[src/rtl/fifo_pkg.sv]
// Shared helpers for the async FIFO read/write pointer controllers.
// Conversions take 32-bit zero-extended operands; callers truncate to pointer width.
package fifo_pkg;

  localparam int unsigned P_SIZE_DEF = 4;

  function automatic logic [31:0] bin2gray(input logic [31:0] b);
    return b ^ (b >> 1);
  endfunction

  // Upper zero bits leave the prefix-XOR result of the low bits unaffected.
  function automatic logic [31:0] gray2bin(input logic [31:0] g);
    logic [31:0] b;
    b[31] = g[31];
    for (int unsigned i = 31; i > 0; i--) begin
      b[i-1] = b[i] ^ g[i-1];
    end
    return b;
  endfunction

endpackage

[src/rtl/fifo_gray2bin.sv]
// Combinational Gray-to-binary converter (XOR prefix from the MSB down).
module fifo_gray2bin
  import fifo_pkg::*;
#(
  parameter int unsigned W = P_SIZE_DEF
) (
  input  logic [W-1:0] gray_i,
  output logic [W-1:0] bin_o
);

  logic [31:0] bin_full;

  always_comb begin
    bin_full = gray2bin(32'(gray_i));
    bin_o    = bin_full[W-1:0];
  end

endmodule

[src/rtl/fifo_wr_ctrl.sv]
// Write-domain pointer/flag controller for the async FIFO: address, Gray pointer,
// FULL / ALMOST_FULL / fill level against the synchronized read pointer, sticky OVERFLOW.
module fifo_wr_ctrl
  import fifo_pkg::*;
#(
  parameter int unsigned DEPTH        = 8,
  parameter int unsigned P_SIZE       = P_SIZE_DEF,
  parameter int unsigned AFULL_THRESH = 6
) (
  input  logic              W_CLK,
  input  logic              W_RST,
  input  logic              Winc,
  input  logic              clr_ovf,
  input  logic [P_SIZE-1:0] wq2_rptr,
  output logic [P_SIZE-2:0] waddr,
  output logic              wclken,
  output logic [P_SIZE-1:0] wptr,
  output logic              FULL,
  output logic              ALMOST_FULL,
  output logic [P_SIZE-1:0] fill_level,
  output logic              OVERFLOW
);

  logic [P_SIZE-1:0] wbin_q, wbin_d;
  logic [P_SIZE-1:0] wptr_q, wptr_d;
  logic [P_SIZE-2:0] waddr_q;
  logic [P_SIZE-1:0] fill_q, fill_d;
  logic              full_q, full_d;
  logic              afull_q, afull_d;
  logic              ovf_q, ovf_d;
  logic [P_SIZE-1:0] rbin;
  logic [31:0]       gray_full;

  fifo_gray2bin #(.W(P_SIZE)) u_rptr_g2b (
    .gray_i (wq2_rptr),
    .bin_o  (rbin)
  );

  assign wclken = Winc & ~full_q;

  // FULL compares the next pointer, so it asserts on the edge that takes the last slot.
  always_comb begin
    wbin_d    = wbin_q + {{(P_SIZE-1){1'b0}}, wclken};
    gray_full = bin2gray(32'(wbin_d));
    wptr_d    = gray_full[P_SIZE-1:0];
    fill_d    = wbin_d - rbin;
    full_d    = (wptr_d == {~wq2_rptr[P_SIZE-1:P_SIZE-2], wq2_rptr[P_SIZE-3:0]});
    afull_d   = (32'(fill_d) >= AFULL_THRESH);
    ovf_d     = ovf_q;
    if (Winc && full_q) begin
      ovf_d = 1'b1;
    end else if (clr_ovf) begin
      ovf_d = 1'b0;
    end
  end

  always_ff @(posedge W_CLK) begin
    if (!W_RST) begin
      wbin_q  <= '0;
      wptr_q  <= '0;
      waddr_q <= '0;
      full_q  <= 1'b0;
      afull_q <= 1'b0;
      fill_q  <= '0;
      ovf_q   <= 1'b0;
    end else begin
      wbin_q  <= wbin_d;
      wptr_q  <= wptr_d;
      waddr_q <= wbin_d[P_SIZE-2:0];
      full_q  <= full_d;
      afull_q <= afull_d;
      fill_q  <= fill_d;
      ovf_q   <= ovf_d;
    end
  end

  assign waddr       = waddr_q;
  assign wptr        = wptr_q;
  assign FULL        = full_q;
  assign ALMOST_FULL = afull_q;
  assign fill_level  = fill_q;
  assign OVERFLOW    = ovf_q;

endmodule
[config.mk]
export PLATFORM = sky130hd
export DESIGN_NAME = fifo_wr_ctrl
export DESIGN_NICKNAME = d
export VERILOG_FILES = /design/src/rtl/fifo_pkg.sv /design/src/rtl/fifo_gray2bin.sv /design/src/rtl/fifo_wr_ctrl.sv
export SDC_FILE = /design/constraint.sdc
export NUM_CORES = 1
export LEC_CHECK = 0
export ABC_AREA = 0
export ABC_CLOCK_PERIOD_IN_PS = 5070
export CORE_MARGIN = 3
export CORE_UTILIZATION = 30
export DETAILED_ROUTE_END_ITERATION = 7
export GPL_ROUTABILITY_DRIVEN = 0
export GPL_TIMING_DRIVEN = 0
export PLACE_DENSITY = 0.6
export REMOVE_ABC_BUFFERS = 1
export SYNTH_ARGS = -nofsm -noshare
export SYNTH_HDL_FRONTEND = slang
export SYNTH_SLANG_ARGS = --single-unit
[constraint.sdc]
create_clock -name W_CLK -period 5.07 [get_ports W_CLK]
set_input_delay 1.014 -clock W_CLK [delete_from_list [all_inputs] [get_ports W_CLK]]
set_output_delay 1.014 -clock W_CLK [all_outputs]
set_load 0.01 [all_outputs]
# == Word-level counts from Yosys, hierarchy flattened ==
# Index checks and enable logic that the tools add are counted.
# Widths: inputs -> output; s select.
# word_totals
out_inout_bits,15
regBits,18
word_cells,22
inputBits,8
# classes
magnitude_cmp,1
bitwise_logic,7
n_eq_ne,1
mux,2
reduce_logical,2
addsub,2
# ops
op,count
$add 4x1->4,1
$eq 4x4->1,1
$ge 4x3->1 const B,1
$sub 4x4->4,1
$xor 4x3->4,1
$xor 1x1->1,3
$mux 1,2
$not 2->2,1
$reduce_bool 2->1,1
$and 1x1->1,1
$logic_and 1x1->1,1
$not 1->1,1

# == Longest topological paths before layout ==
# Gate-level depths: netlist of the first run.
# logic_depth
word_depth,5
ltp_mapped,9
ltp_nobuf,9

# == Hierarchy ==
# Synthesis of the first run repeated with hierarchy kept, for this count alone.
# hier_totals
hier_cells,65
area_unflattened_um2,683.2
# modules_own_cells
mod,area_per_inst_um2,seq_area_each_um2,instances,cells_per_inst
fifo_wr_ctrl,633.1,280.3,1,60
fifo_gray2bin,50.0,0.0,1,5

# == Worst setup path after synthesis of the first run ==
# OpenSTA, ideal clock, no wires.
# synth_timing
path_kind,in2reg
startpoint,in Winc
endpoint,reg afull_q (netlist: ALMOST_FULL)
slack_ns,2.086
setup_time_ns,0.122
path_buffers,0
required_time_ns,4.948
t_arrival_ns,2.862
cell_stages,7
path_cell_list,nor2b_1 -> ha_1 -> ha_1 -> xor2_1 -> ha_1 -> a21o_1 -> a221o_1
# synth_via
elab_chain_len,4
# synth_rtl
item,line,source
from (decl),fifo_wr_ctrl.sv:12,"input logic Winc,"
$and 1x1->1,fifo_wr_ctrl.sv:39,assign wclken = Winc & ~full_q;
$add 4x1->4,fifo_wr_ctrl.sv:43,"wbin_d = wbin_q + {{(P_SIZE-1){1'b0}}, wclken};"
named net wbin_d[2],fifo_wr_ctrl.sv:24,"logic [P_SIZE-1:0] wbin_q, wbin_d;"
$sub 4x4->4,fifo_wr_ctrl.sv:46,fill_d = wbin_d - rbin;
$ge 4x3->1,fifo_wr_ctrl.sv:48,afull_d = (32'(fill_d) >= AFULL_THRESH);
to (signal assigned),fifo_wr_ctrl.sv:71,afull_q <= afull_d;
to (decl),fifo_wr_ctrl.sv:29,"logic afull_q, afull_d;"
# The timed path passes the listed nets, and every way through them passes these cells.
# A chain may end at the register's enable or synchronous reset.

# == Worst setup path in the final report of the first run ==
# Same ends and word-level chain as after synthesis.

==> results of run 1 <==
-- metal layers --
metal  vias up  global-route usage, %
met4         0                   4.98
li1        272                      -
met2        10                   19.1
met5         -                      0
met3         2                   5.72
met1       242                   11.3
-- worst min path at each step --
stage	startpoint	to
2_1_floorplan	OVERFLOW	OVERFLOW
3_3_place_gp	OVERFLOW	OVERFLOW
3_5_place_dp	OVERFLOW	OVERFLOW
4_1_cts	OVERFLOW	OVERFLOW
5_1_grt	FULL	OVERFLOW
6_report	OVERFLOW	OVERFLOW
-- synthesized netlist by cell type (all sizes together) --
cell and count:
dfxtp 14, maj3 1, mux2i 1, a21o 2, inv 3, nand2b 1, and2 8, nor2 6
nand3 2, a211oi 1, or3 1, nand2 1, clkbuf 1, xor2 6, xnor3 1, nor3 1
a221o 1, a21oi 2, ha 5, a2111oi 1, nor2b 1, xnor2 7
-- power breakdown --
group | internal [mW] | switching (mW) | total, mW
Sequential | 0.125 | 0.00444 | 0.130
Combinational | 0.0628 | 0.0483 | 0.111
Clock | 0.0437 | 0.0362 | 0.0798
Total | 0.232 | 0.0889 | 0.321
-- tightest hold or removal path, delay by kind of cell, from the launching register on --
kind,cells,cell delay (ps)
AND/OR/NAND/NOR,1,60
AO/OA/AOI/OAI,1,50
flip-flops,1,310
-- stage by stage --
| step | util (%) | hold slack, ps |
|---|---|---|
| after CTS | 47.4 | 477 |
| final | 47.4 | 469 |
| after global placement | 45.6 | 459 |
| after detailed placement | 45.6 | 465 |
| after global routing | 47.4 | 505 |
| after floorplan | - | 489 |
-- cells by family after synthesis --
family	share of synthesized area (%)
adders and majority gates	10.6
AOI/OAI and AO/OA	10.2
and+or+nand+nor	15.9
buffers and inverters	2.15
xor gates and xnor gates	19.7
muxes	1.43
DFF	40.1
-- flip-flops by register name, summed over array words and instances (netlist names) --
name / flops
ALMOST_FULL: 1
FULL: 1
OVERFLOW: 1
fill_level: 4
wbin_q: 4
wptr: 3
-- cell type report --
cell class / count / area share [%]
Clock buffer: 4 / 3.68
Timing Repair Buffer: 22 / 22.3
Inverter: 3 / 1.14
Sequential cell: 14 / 28.4
Tap cell: 27 / 3.43
Multi-Input combinational cell: 49 / 41.0
==> results.txt, run 1 <==
post-CTS sizing: 0
outcome: complete, no violations
most common cell after layout, fill and taps aside: clkdlybuf4s50_1
Crit. Startpoint: Winc
unrepaired setup endpoints after global routing: false
commonest non-fill, non-tap cells in the layout: 22 x clkdlybuf4s50_1, 14 x dfxtp_1, 8 x and2_1
Max-Cap Viols: 0
Synth top area share: 40.1%
WL final: 1.29 mm
fillcell total: 212
Die X: 54.3 um
Fin. Hold Viols: 0
clock latency on the worst-skew pair: 280 ps
vias: 526
Crit Path Class: in -> reg
htree depth: 1
Largest stage delay, worst path: 520 ps
global-route wire length before repair: 2.23 mm
placed cell count: 115
iteration count of the initial detailed-routing pass: 1
share of post-route cells with drive strength above 1: 9.78%
Worst Setup EP: ALMOST_FULL
Hold Path Class: reg -> reg
length of routed met3 wiring: 78 um
post-route ant nets: 0
register bit total from synthesis: 14
Nets: 106
R2R depth: 7
Clock Path Buffers: 2
stages on the worst setup path: 8
hold depth: 2
synthesized instance count: 67
vias per cell: 4.42
routed length per placed instance: 10.8 um
TritonCTS buffer count: 3
Worst EP required: 5250 ps
final setup violation count: 0
delay-heaviest family, CP: adder cells
Worst path most repeated cell: ha_1
critical path startpoint category: input port
Std-Cell Rows: 16
grt ovf: 0
Post-CTS Hold Buffers: 0
post-CTS setup repair buffer count: 0
R2R Setup Slk: 2690 ps
Reg clk slew, reported paths: 90 ps
top routing layer used: met4
Final Cell Area: 986 um^2
clk_skew: 9.72 ps
Power, Total: 0.321 mW
worst slew pin tran: 633 ps
CTS sink count: 14
worst flop-to-flop path startpoint: FULL
vias in the first global route: 530
Layout Cells excl Fill: 119
CP Buf/Inv Count: 1
dpl hpwl: 1.03 mm
final antenna diode count: 0
post-synth top area cell: dfxtp_1
relative slew slack: 57.7%
peak supply drop: 0.000145 V
sequential cell area fraction in the yosys report: 40.1%
Root Buffer: clkbuf_4
CP Cell Sequence: clkdlybuf4s50_1 -> nor2b_1 -> ha_1 -> ha_1 -> xor2_1 -> ha_1 -> a21o_1 -> a221o_1
post-synth cell types: 23
routed wl met2: 653 um
Synth Cell Area: 699 um^2
Power Density: 325 nW/um^2
period utilization: 64.9%
Worst EP arrival: 3470 ps
Crit-path slowest cell: xor2_1
Mapped Avg Cell Area: 10.4 um^2
synth top area cells: dfxtp_1 40%, ha_1 8.9%, xnor2_1 8.8%, xor2_1 7.5%, and2_1 7.2%
dpl ws: 1510 ps
minimum clock period: 3290 ps
CTS tree: yes
Die ar.: 2950 um^2
Total Neg Setup Slack: 0 ps
Leak: 0.414 nW
M1 WL: 539 um
RR Endpoint: ALMOST_FULL
Worst Path Max Fanout: 7
Placed Area: 950 um^2
Core Area: 2080 um^2
Post-route DRC: 0
initial antenna violation count: 0
initial DRC count: 0
Synthesis Warnings: 0
area added between synthesis and finish: 41.0%
sequential standard cell area: 280 um^2
Initial Util: 33.6%
area of the multi-input gates: 404 um^2
pin count of the biggest net entering global routing: 10
PortBufs: 22
PnR worst setup slack: 1780 ps
die extent in y: 54.3 um
global-route usage over all layers: 11.2%
Slew Limit Fails: 0
crit end category: flip-flop
fmax: 304 MHz
IO Pins: 23
No activity file was read; power rests on OpenSTA's default activity.
==> run 2, diff against run 1 <==
Settings changed: ABC_CLOCK_PERIOD_IN_PS 5070 to 3140.
Clock period 5.07 ns to 3.14 ns, I/O delays scaled along.
==> results of run 2 <==
Same layout as run 1 (identical final DEF). Status: complete, no violations.
Among the figures that moved: setup slack after placement 1510 ps -> -33.1 ps; setup slack after layout 1780 ps -> 237 ps; register-to-register setup slack 2690 ps -> 760 ps; total power 0.321 mW -> 0.518 mW; worst IR drop on VDD 0.000145 V -> 0.000235 V
==> run 3, diff against run 2 <==
Settings changed: CELL_PAD_IN_SITES_DETAIL_PLACEMENT set to 0, CELL_PAD_IN_SITES_GLOBAL_PLACEMENT set to 1, PLACE_DENSITY 0.6 to 0.75.
==> run 3 against run 2 <==
  * Worst setup slack better by 40 ps
  * Critical path depth unchanged
  * First-iteration DRC count up 5
  * Combinational power about the same
  * Fmax up 1.4%
  * Count of clock-buffer cells in the layout down 1
  * Cell count down 0.84%
  * Critical path type unchanged
  * Critical endpoint unchanged
==> results.txt, run 3 (synthesis gave the netlist of run 1 again) <==
Post-CTS Hold Buffers: 0 (unchanged)
CTS tree: yes (unchanged)
Largest stage delay, worst path: 500 ps (was 520 ps)
dpl ws: -31.6 ps (was -33.1 ps)
Reg clk slew, reported paths: 80 ps (was 90 ps)
area of the multi-input gates: 404 um^2 (unchanged)
initial DRC count: 5 (was 0)
IO Pins: 23 (unchanged)
htree depth: 1 (unchanged)
Power Density: 502 nW/um^2 (was 525 nW/um^2)
vias per cell: 4.45 (was 4.42)
Total Neg Setup Slack: 0 ps (unchanged)
Nets: 106 (unchanged)
Slew Limit Fails: 0 (unchanged)
Post-route DRC: 0 (unchanged)
Worst Hold Slack: 469 ps (about the same)
minimum clock period: 2860 ps (was 2900 ps)
vias: 525 (was 526)
Fin. Hold Viols: 0 (unchanged)
Crit Path Class: in -> reg (unchanged)
WL final: 1.26 mm (was 1.29 mm)
critical path startpoint category: input port (unchanged)
peak supply drop: 0.000303 V (was 0.000235 V)
outcome: complete, no violations (unchanged)
Worst Path Max Fanout: 7 (unchanged)
Max-Cap Viols: 0 (unchanged)
TritonCTS buffer count: 3 (unchanged)
Crit-path slowest cell: xor2_1 (unchanged)
global-route usage over all layers: 11.1% (was 11.2%)
grt ovf: 0 (unchanged)
Power, Total: 0.488 mW (was 0.518 mW)
Finished Core Util: 46.7% (was 47.4%)
Initial Util: 33.6% (unchanged)
pin count of the biggest net entering global routing: 10 (unchanged)
share of post-route cells with drive strength above 1: 8.79% (was 9.78%)
fmax: 349 MHz (was 344 MHz)
crit end category: flip-flop (unchanged)
iteration count of the initial detailed-routing pass: 4 (was 1)
Core Area: 2080 um^2 (unchanged)
Std-Cell Rows: 16 (unchanged)
fillcell total: 225 (was 212)
Leak: 0.407 nW (was 0.414 nW)
Die X: 54.3 um (unchanged)
post-CTS sizing: 0 (unchanged)
PnR worst setup slack: 277 ps (was 237 ps)
period utilization: 91.2% (was 92.4%)
Hold Path Class: reg -> reg (unchanged)
unrepaired setup endpoints after global routing: false (unchanged)
routed length per placed instance: 10.7 um (was 10.8 um)
sequential standard cell area: 280 um^2 (unchanged)
global-route wire length before repair: 2.38 mm (was 2.23 mm)
Worst path most repeated cell: ha_1 (unchanged)
vias in the first global route: 568 (was 530)
dpl hpwl: 992 um (was 1.03 mm)
Clock Path Buffers: 2 (unchanged)
final setup violation count: 0 (unchanged)
CTS sink count: 14 (unchanged)
final antenna diode count: 0 (unchanged)
Worst EP required: 3310 ps (was 3320 ps)
Worst EP arrival: 3030 ps (was 3080 ps)
die extent in y: 54.3 um (unchanged)
area added between synthesis and finish: 39.0% (was 41.0%)
commonest non-fill, non-tap cells in the layout: 22 x clkdlybuf4s50_1, 14 x dfxtp_1, 8 x and2_1 (unchanged)
post-CTS setup repair buffer count: 0 (unchanged)
Root Buffer: clkbuf_4 (unchanged)
PortBufs: 22 (unchanged)
relative slew slack: 59.0% (was 57.7%)
worst slew pin tran: 612 ps (was 633 ps)
post-route ant nets: 0 (unchanged)
Die ar.: 2950 um^2 (unchanged)
clk_skew: 4.28 ps (was 9.72 ps)
CP Cell Sequence: clkdlybuf4s50_1 -> nor2b_1 -> ha_1 -> ha_1 -> xor2_1 -> ha_1 -> a21o_1 -> a221o_1 (unchanged)
initial antenna violation count: 0 (unchanged)
clock latency on the worst-skew pair: 270 ps (was 280 ps)
most common cell after layout, fill and taps aside: clkdlybuf4s50_1 (unchanged)
-- run 3: cell count changes in the layout (fill, tap and decap cells not counted) --
cell	previous run	this run
clkbuf_8	1	0
-- run 3: layout make-up --
type	instances	share of cell area (%)
Tap cell	27	3.47
Clock buffer	3	2.32
Multi-Input combinational cell	49	41.6
Inverter	3	1.16
Timing Repair Buffer	22	22.7
Sequential cell	14	28.8
-- run 3: worst max-delay path: cells and delay by family --
family | cells | cell delay, ps
adder cells (fa/ha/maj) | 3 | 750
AO/OA/AOI/OAI | 2 | 490
XOR/XNOR | 1 | 500
AND/OR/NAND/NOR | 1 | 180
buffers and inverters | 1 | 470
-- run 3: routing by layer --
metal | wire length [um] | global-route usage (%) | vias up
met5 | 0 | 0 | -
met3 | 57 | 4.90 | 0
met4 | 0 | 1.24 | 0
met2 | 634 | 18.5 | 10
met1 | 570 | 13.5 | 242
li1 | - | - | 273
-- run 3: power breakdown --
part / switching, mW / total, mW / internal (mW)
logic: 0.0782 / 0.180 / 0.101
registers: 0.00766 / 0.210 / 0.202
clock network: 0.0541 / 0.0985 / 0.0443
total: 0.140 / 0.488 / 0.348
-- run 3: worst paths after layout --
check                              start           to  slack [ps]  cells after the start
worst max-delay path                Winc  ALMOST_FULL         280                      8
worst min-delay path            OVERFLOW     OVERFLOW         470                      2
worst min register to register  OVERFLOW     OVERFLOW         470                      2
worst max register to register      FULL  ALMOST_FULL         800                      7
-- run 3: through the flow --
step	instances	instance area, um^2
3_3_place_gp	115	950
3_5_place_dp	115	950
2_1_floorplan	66	696
4_1_cts	118	972
6_report	118	972
5_1_grt	118	972
